--- config.mk ---
export PLATFORM = sky130hd
export DESIGN_NAME = ws281x_recv_flat
export DESIGN_NICKNAME = d
export VERILOG_FILES = /design/src/rtl/ws281x_pkg.sv /design/src/rtl/ws281x_recv_if.sv /design/src/rtl/ws281x_sync.sv /design/src/rtl/ws281x_recv.sv /design/src/flat_wrapper.sv
export SDC_FILE = /design/constraint.sdc
export NUM_CORES = 1
export LEC_CHECK = 0
export CAP_MARGIN = 20
export CORE_ASPECT_RATIO = 1.2
export CORE_MARGIN = 2
export CORE_UTILIZATION = 49
export CTS_CLUSTER_DIAMETER = 200
export CTS_CLUSTER_SIZE = 20
export DETAILED_ROUTE_END_ITERATION = 8
export PLACE_DENSITY_LB_ADDON = 0.05
export SYNTH_ARGS = -nofsm -noshare
export SYNTH_HDL_FRONTEND = slang
export SYNTH_SLANG_ARGS = --single-unit
--- constraint.sdc ---
create_clock -name clk_in -period 2.5 [get_ports clk_in]
set_input_delay 0.75 -clock clk_in [delete_from_list [all_inputs] [get_ports clk_in]]
set_output_delay 0.75 -clock clk_in [all_outputs]
set_load 0.05 [all_outputs]
--- src/rtl/ws281x_pkg.sv ---
// Shared types and helpers for the WS281x pulse-code receiver.
package ws281x_pkg;

  typedef enum logic [1:0] {
    IDLE  = 2'd0,
    HIGH  = 2'd1,
    LOW   = 2'd2,
    STUCK = 2'd3
  } ws281x_rx_state_t;

  localparam int BYTE_BITS = 8;

  // Bits arrive MSB first, so each new bit enters at the LSB end.
  function automatic logic [BYTE_BITS-1:0] shift_in(input logic [BYTE_BITS-1:0] sr,
                                                     input logic b);
    return {sr[BYTE_BITS-2:0], b};
  endfunction

endpackage

--- src/rtl/ws281x_recv_if.sv ---
// Line, threshold and decoded-output bundle between the pin side and the receiver.
interface ws281x_recv_if #(
  parameter int HCNT_WIDTH = 8,
  parameter int LCNT_WIDTH = 16
);
  logic                  code_in;
  logic [HCNT_WIDTH-1:0] thr_cnt_in;
  logic [HCNT_WIDTH-1:0] min_cnt_in;
  logic [LCNT_WIDTH-1:0] rst_cnt_in;
  logic                  bit_rdy_out;
  logic                  bit_data_out;
  logic                  byte_rdy_out;
  logic [7:0]            byte_data_out;
  logic                  frame_done_out;
  logic                  err_out;

  modport master (
    output code_in, thr_cnt_in, min_cnt_in, rst_cnt_in,
    input  bit_rdy_out, bit_data_out, byte_rdy_out, byte_data_out,
           frame_done_out, err_out
  );

  modport slave (
    input  code_in, thr_cnt_in, min_cnt_in, rst_cnt_in,
    output bit_rdy_out, bit_data_out, byte_rdy_out, byte_data_out,
           frame_done_out, err_out
  );
endinterface

--- src/rtl/ws281x_sync.sv ---
// Synchronizer for the asynchronous code line plus a one-flop edge detector.
module ws281x_sync #(
  parameter int SYNC_STAGES = 2
) (
  input  logic clk_in,
  input  logic rst_n_in,
  input  logic code_in,
  output logic level,
  output logic rise,
  output logic fall
);
  logic [SYNC_STAGES-1:0] sync_q;
  logic                   dly_q;

  // Shift the raw line through the synchronizer, then keep one delayed copy.
  always_ff @(posedge clk_in or negedge rst_n_in) begin
    if (!rst_n_in) begin
      sync_q <= '0;
      dly_q  <= 1'b0;
    end else begin
      sync_q <= {sync_q[SYNC_STAGES-2:0], code_in};
      dly_q  <= sync_q[SYNC_STAGES-1];
    end
  end

  assign level = sync_q[SYNC_STAGES-1];
  assign rise  = level & ~dly_q;
  assign fall  = ~level & dly_q;

endmodule

--- src/rtl/ws281x_recv.sv ---
// WS281x NRZ receiver: times high pulses, classifies bits, packs bytes, spots frame reset.
//
// state | meaning
// IDLE  | line low after reset or frame end, waiting for first rising edge
// HIGH  | timing a high pulse in h_cnt
// LOW   | timing the low gap in l_cnt, looking for next rise or frame reset
// STUCK | high pulse overran the counter; discard until the line falls
module ws281x_recv
  import ws281x_pkg::*;
#(
  parameter int SYNC_STAGES = 2,
  parameter int HCNT_WIDTH  = 8,
  parameter int LCNT_WIDTH  = 16
) (
  input logic           clk_in,
  input logic           rst_n_in,
  ws281x_recv_if.slave  bus
);
  localparam logic [HCNT_WIDTH-1:0] H_MAX = '1;
  localparam logic [LCNT_WIDTH-1:0] L_MAX = '1;
  localparam logic [HCNT_WIDTH-1:0] H_ONE = HCNT_WIDTH'(1);
  localparam logic [LCNT_WIDTH-1:0] L_ONE = LCNT_WIDTH'(1);

  logic line_lvl;
  logic line_rise;
  logic line_fall;

  ws281x_rx_state_t      state_q;
  logic [HCNT_WIDTH-1:0] h_cnt_q;
  logic [LCNT_WIDTH-1:0] l_cnt_q;
  logic [2:0]            bit_idx_q;
  logic [7:0]            shift_q;

  logic                  bit_rdy_q;
  logic                  bit_data_q;
  logic                  byte_rdy_q;
  logic [7:0]            byte_data_q;
  logic                  frame_done_q;
  logic                  err_q;

  logic                  new_bit;
  logic [7:0]            next_shift;

  ws281x_sync #(.SYNC_STAGES(SYNC_STAGES)) u_sync (
    .clk_in   (clk_in),
    .rst_n_in (rst_n_in),
    .code_in  (bus.code_in),
    .level    (line_lvl),
    .rise     (line_rise),
    .fall     (line_fall)
  );

  // The bit is judged on the completed high time, before any further increment.
  assign new_bit    = (h_cnt_q > bus.thr_cnt_in);
  assign next_shift = shift_in(shift_q, new_bit);

  // Receiver FSM with its counters, bit assembly and registered output pulses.
  always_ff @(posedge clk_in or negedge rst_n_in) begin
    if (!rst_n_in) begin
      state_q      <= IDLE;
      h_cnt_q      <= '0;
      l_cnt_q      <= '0;
      bit_idx_q    <= '0;
      shift_q      <= '0;
      bit_rdy_q    <= 1'b0;
      bit_data_q   <= 1'b0;
      byte_rdy_q   <= 1'b0;
      byte_data_q  <= '0;
      frame_done_q <= 1'b0;
      err_q        <= 1'b0;
    end else begin
      bit_rdy_q    <= 1'b0;
      byte_rdy_q   <= 1'b0;
      frame_done_q <= 1'b0;
      err_q        <= 1'b0;

      case (state_q)
        IDLE: begin
          if (line_rise) begin
            h_cnt_q <= H_ONE;
            state_q <= HIGH;
          end
        end

        HIGH: begin
          if (h_cnt_q == H_MAX) begin
            // Overlong pulse: flag once and drop the partial byte alignment.
            err_q     <= 1'b1;
            bit_idx_q <= '0;
            if (line_fall) begin
              l_cnt_q <= L_ONE;
              state_q <= LOW;
            end else begin
              state_q <= STUCK;
            end
          end else if (line_fall) begin
            l_cnt_q <= L_ONE;
            state_q <= LOW;
            if (h_cnt_q < bus.min_cnt_in) begin
              err_q <= 1'b1;
            end else begin
              bit_rdy_q  <= 1'b1;
              bit_data_q <= new_bit;
              shift_q    <= next_shift;
              bit_idx_q  <= bit_idx_q + 3'd1;
              if (bit_idx_q == 3'd7) begin
                byte_rdy_q  <= 1'b1;
                byte_data_q <= next_shift;
              end
            end
          end else begin
            h_cnt_q <= h_cnt_q + H_ONE;
          end
        end

        STUCK: begin
          if (line_fall) begin
            l_cnt_q <= L_ONE;
            state_q <= LOW;
          end
        end

        LOW: begin
          if (line_rise) begin
            h_cnt_q <= H_ONE;
            state_q <= HIGH;
          end else if (!line_lvl && (l_cnt_q == bus.rst_cnt_in)) begin
            // l_cnt is never 0 here, so a zero threshold never ends a frame.
            frame_done_q <= 1'b1;
            err_q        <= (bit_idx_q != 3'd0);
            bit_idx_q    <= '0;
            shift_q      <= '0;
            state_q      <= IDLE;
          end else if (l_cnt_q != L_MAX) begin
            l_cnt_q <= l_cnt_q + L_ONE;
          end
        end

        default: state_q <= IDLE;
      endcase
    end
  end

  assign bus.bit_rdy_out    = bit_rdy_q;
  assign bus.bit_data_out   = bit_data_q;
  assign bus.byte_rdy_out   = byte_rdy_q;
  assign bus.byte_data_out  = byte_data_q;
  assign bus.frame_done_out = frame_done_q;
  assign bus.err_out        = err_q;

endmodule
--- src/flat_wrapper.sv ---
// flat-port wrapper written by rule: the top's interface ports become plain ports
module ws281x_recv_flat import ws281x_pkg::*;
#(
  parameter int SYNC_STAGES = 2,
  parameter int HCNT_WIDTH  = 8,
  parameter int LCNT_WIDTH  = 16
)
  (clk_in, rst_n_in, bus_code_in, bus_thr_cnt_in, bus_min_cnt_in, bus_rst_cnt_in, bus_bit_rdy_out, bus_bit_data_out, bus_byte_rdy_out, bus_byte_data_out, bus_frame_done_out, bus_err_out);
  ws281x_recv_if #(.HCNT_WIDTH(HCNT_WIDTH), .LCNT_WIDTH(LCNT_WIDTH)) bus_i ();
  input logic clk_in;
  input logic rst_n_in;
  input wire logic [$bits(bus_i.code_in)-1:0] bus_code_in;
  input wire logic [$bits(bus_i.thr_cnt_in)-1:0] bus_thr_cnt_in;
  input wire logic [$bits(bus_i.min_cnt_in)-1:0] bus_min_cnt_in;
  input wire logic [$bits(bus_i.rst_cnt_in)-1:0] bus_rst_cnt_in;
  output wire logic [$bits(bus_i.bit_rdy_out)-1:0] bus_bit_rdy_out;
  output wire logic [$bits(bus_i.bit_data_out)-1:0] bus_bit_data_out;
  output wire logic [$bits(bus_i.byte_rdy_out)-1:0] bus_byte_rdy_out;
  output wire logic [$bits(bus_i.byte_data_out)-1:0] bus_byte_data_out;
  output wire logic [$bits(bus_i.frame_done_out)-1:0] bus_frame_done_out;
  output wire logic [$bits(bus_i.err_out)-1:0] bus_err_out;
  assign bus_i.code_in = bus_code_in;
  assign bus_i.thr_cnt_in = bus_thr_cnt_in;
  assign bus_i.min_cnt_in = bus_min_cnt_in;
  assign bus_i.rst_cnt_in = bus_rst_cnt_in;
  assign bus_bit_rdy_out = bus_i.bit_rdy_out;
  assign bus_bit_data_out = bus_i.bit_data_out;
  assign bus_byte_rdy_out = bus_i.byte_rdy_out;
  assign bus_byte_data_out = bus_i.byte_data_out;
  assign bus_frame_done_out = bus_i.frame_done_out;
  assign bus_err_out = bus_i.err_out;
  ws281x_recv #(.SYNC_STAGES(SYNC_STAGES), .HCNT_WIDTH(HCNT_WIDTH), .LCNT_WIDTH(LCNT_WIDTH)) u_core (.clk_in(clk_in), .rst_n_in(rst_n_in), .bus(bus_i));
endmodule
==> results.sh <==
export IMPL_leakage_uw=0.00204
export IMPL_initial_core_util=0.509
export IMPL_cts_buffers_inserted=5
export IMPL_antenna_cells=0
export IMPL_ys_seq_area_frac=0.397
export IMPL_rsz0062_at_grt="no"
export IMPL_post_cts_buffers=0
export IMPL_worst_pin_slew_ps=727
export IMPL_grt_ovfl_total=0
export IMPL_crit_buf_inv=1
export IMPL_holdPathStages=0
export IMPL_reg2reg_to="u_core.l_cnt_q[5]"
export IMPL_area_delta_synth_final_pct=30.0
export IMPL_rows=32
export IMPL_grt_max_degree=33
export IMPL_synth_ff_type="dfrtp_1"
export IMPL_cp_start_kind="primary input"
export IMPL_synth_common_cells="dfrtp_1 (52), nand2_1 (29), inv_1 (26)"
export IMPL_critPathRequiredTime_ps=2700
export IMPL_slew_headroom=0.515
export IMPL_numPortBuffers=47
export IMPL_reg2reg_slack_ps=310
export IMPL_syn_area_per_cell_um2=9.62
export IMPL_finalSetupTns_ps=0
export IMPL_first_pass_iters=4
export IMPL_grt_pass1_vias=2590
export IMPL_vias=2771
export IMPL_place_inst=483
export IMPL_fin_hold_ws_ps=359
export IMPL_yosysTopAreaCell="dfrtp_1"
export IMPL_hold_violations=0
export IMPL_ir_worst_vdd_uv=417
export IMPL_synth_async_reset_ratio=1.00
export IMPL_yosysTopAreaCellShare=0.397
export IMPL_finalSetupViolations=0
export IMPL_die_y_um=93.6
export IMPL_synth_seq_cells=52
export IMPL_grt_antenna_before_repair=0
export IMPL_min_period_ps=2420
export IMPL_fp_dieArea_um2=7370
export IMPL_crit_family="simple AND/OR/NAND/NOR gates"
export IMPL_chipWidth_um=78.7
export IMPL_htree_levels=2
export IMPL_p_per_area_nw_per_um2=662
export IMPL_finalWirelength_mm=7.30
export IMPL_cap_violations=0
export IMPL_yosys_top_cells_area="dfrtp_1 (40%), ha_1 (9.5%), xor2_1 (4.0%), mux2_2 (3.4%), nand2_1 (3.3%)"
export IMPL_cts_root_buf="clkbuf_8"
export IMPL_clock_latency_ps=310
export IMPL_first_iter_violations=155
export IMPL_cts_buffer_depth=2
export IMPL_slowest_stage="clkdlybuf4s50_1"
export IMPL_synth_cell_types=63
export IMPL_wl_per_cell_um=14.9
export IMPL_fmax_ghz=0.413
export IMPL_cp_end_kind="register"
export IMPL_grt_total_usage=0.210
export IMPL_cts_hold_buf=0
export IMPL_cts_sinks=52
export IMPL_synth_edf_count=0
export IMPL_dp_hpwl_mm=5.42
export IMPL_hold_class="reg2reg"
export IMPL_vias_per_cell=5.64
export IMPL_gp_congestion=0.810
export IMPL_ant_nets=0
export IMPL_fin_cells=491
export IMPL_hold_path_end="u_core.u_sync.sync_q[1]"
export IMPL_path_cells="clkdlybuf4s50_1 -> xor2_1 -> nor4_1 -> nand4_1 -> or2_4 -> and3_4 -> a211o_1"
export IMPL_fillers=524
export IMPL_min_from="u_core.u_sync.sync_q[0]"
export IMPL_synthCells=341
export IMPL_drc=0
export IMPL_cp_data_arrival_time_ps=2620
export IMPL_yosys_warnings=0
export IMPL_nets=465
export IMPL_r2r_start="u_core.l_cnt_q[1]"
export IMPL_yosysMostFrequentCell="dfrtp_1"
export IMPL_post_route_period_util=0.968
export IMPL_critPathMaxStageDelay_ps=410
export IMPL_worst_path_stages=7
export IMPL_core_area_um2=6450
export IMPL_rr_worst_depth=8
export IMPL_clkTransAtPathRegs_ps=100
export IMPL_ios=48
export IMPL_setup_worst_path_start="bus_rst_cnt_in[7]"
export IMPL_crit_type="in2reg"
export IMPL_skew_ps=8.45
export IMPL_drive_gt1_frac=0.192
export IMPL_synth_area_um2=3280
export IMPL_slew_violations=0
export IMPL_grt_pass1_wl_mm=12.2
export IMPL_tritoncts="yes"
export IMPL_outcome="finished, final reports clean"
export IMPL_crit_fanout=4
export IMPL_syn_nets=401
==> state kept, by name, summed over array words and instances, names as in the netlist <==
| name | cells |
|---|---|
| u_core.state_q | 2 |
| u_core.l_cnt_q | 16 |
| u_core.bus.err_out | 1 |
| u_core.h_cnt_q | 8 |
| u_core.bus.byte_rdy_out | 1 |
| u_core.bus.frame_done_out | 1 |
| u_core.bus.bit_data_out | 1 |
| u_core.bit_idx_q | 3 |
| u_core.u_sync.dly_q | 1 |
| u_core.u_sync.sync_q | 2 |
| u_core.shift_q | 7 |
| u_core.bus.bit_rdy_out | 1 |
| u_core.bus.byte_data_out | 8 |
==> metrics by stage <==
stage / total power (uW) / instance area [um^2] / setup WS, ps / utilization
final: 2820 / 4260 / 80.2 / 0.661
after floorplan: 1870 / 3280 / 14.9 / -
after CTS: 2800 / 4160 / -15.3 / 0.646
after global routing: 3040 / 4260 / 6.86 / 0.661
after global placement: 2220 / 3960 / -446 / 0.614
after detailed placement: 2240 / 3960 / -509 / 0.614
==> power by group <==
part	leakage [uW]	total, uW	internal (uW)	switching [uW]
Clock	0.0000463	508	206	302
Sequential	0.000703	1070	950	124
Combinational	0.00129	1240	577	661
Total	0.00204	2820	1730	1090
==> how the worst max path moves through the flow <==
stage | end | slack [ps]
final | u_core.state_q[0] | 80
after global placement | u_core.bus.byte_data_out[4] | -450
after floorplan | u_core.h_cnt_q[2] | 10
after global routing | u_core.state_q[0] | 7
after CTS | u_core.bit_idx_q[0] | -20
after detailed placement | u_core.bus.byte_data_out[3] | -510
==> logic make-up (layout without fill, tap and decap cells) <==
family,Yosys count,in the layout,share of synthesized area
compound gates,87,87,0.189
xor+xnor,16,16,0.0427
fa+ha+maj,27,27,0.102
buf+inv,39,103,0.0546
flops,52,52,0.397
mux,14,14,0.0465
simple gates,106,107,0.169
==> cell usage in the layout, fill, tap and decap left out, types with 11 or more instances in the layout <==
cell | synthesis | final
a21oi_1 | 12 | 11
buf_4 | 2 | 20
clkdlybuf4s50_1 | 0 | 34
dfrtp_1 | 52 | 52
dlymetal6s2s_1 | 0 | 11
ha_1 | 25 | 19
inv_1 | 26 | 20
nand2_1 | 29 | 29
nand3_1 | 18 | 18
nor2_1 | 16 | 15
o21ai_0 | 19 | 16
xor2_1 | 15 | 15
==> per-layer routing <==
metal	track usage	routed length (um)	vias up
met5	0	0	-
met4	0.0716	122	0
met3	0.0319	227	10
met2	0.375	3820	54
met1	0.258	3130	1320
li1	-	-	1387
==> area by class of cell <==
class / instances / area [um^2] / area share
Multi-Input combinational cell: 251 / 1990 / 0.466
Sequential cell: 52 / 1300 / 0.305
Timing Repair Buffer: 69 / 673 / 0.158
Tap cell: 85 / 106 / 0.0250
Inverter: 26 / 97.6 / 0.0229
Clock buffer: 5 / 68.8 / 0.0161
Clock inverter: 3 / 27.5 / 0.00646
==> timing repair <==
action / in CTS / in global routing
gates cloned: 1 / 0
resized for setup: 23 / 28
hold endpoints to repair: 0 / 0
pin swaps: 16 / 15
endpoints found under the setup margin: 18 / 27
Power figures use the tool's default switching activity.
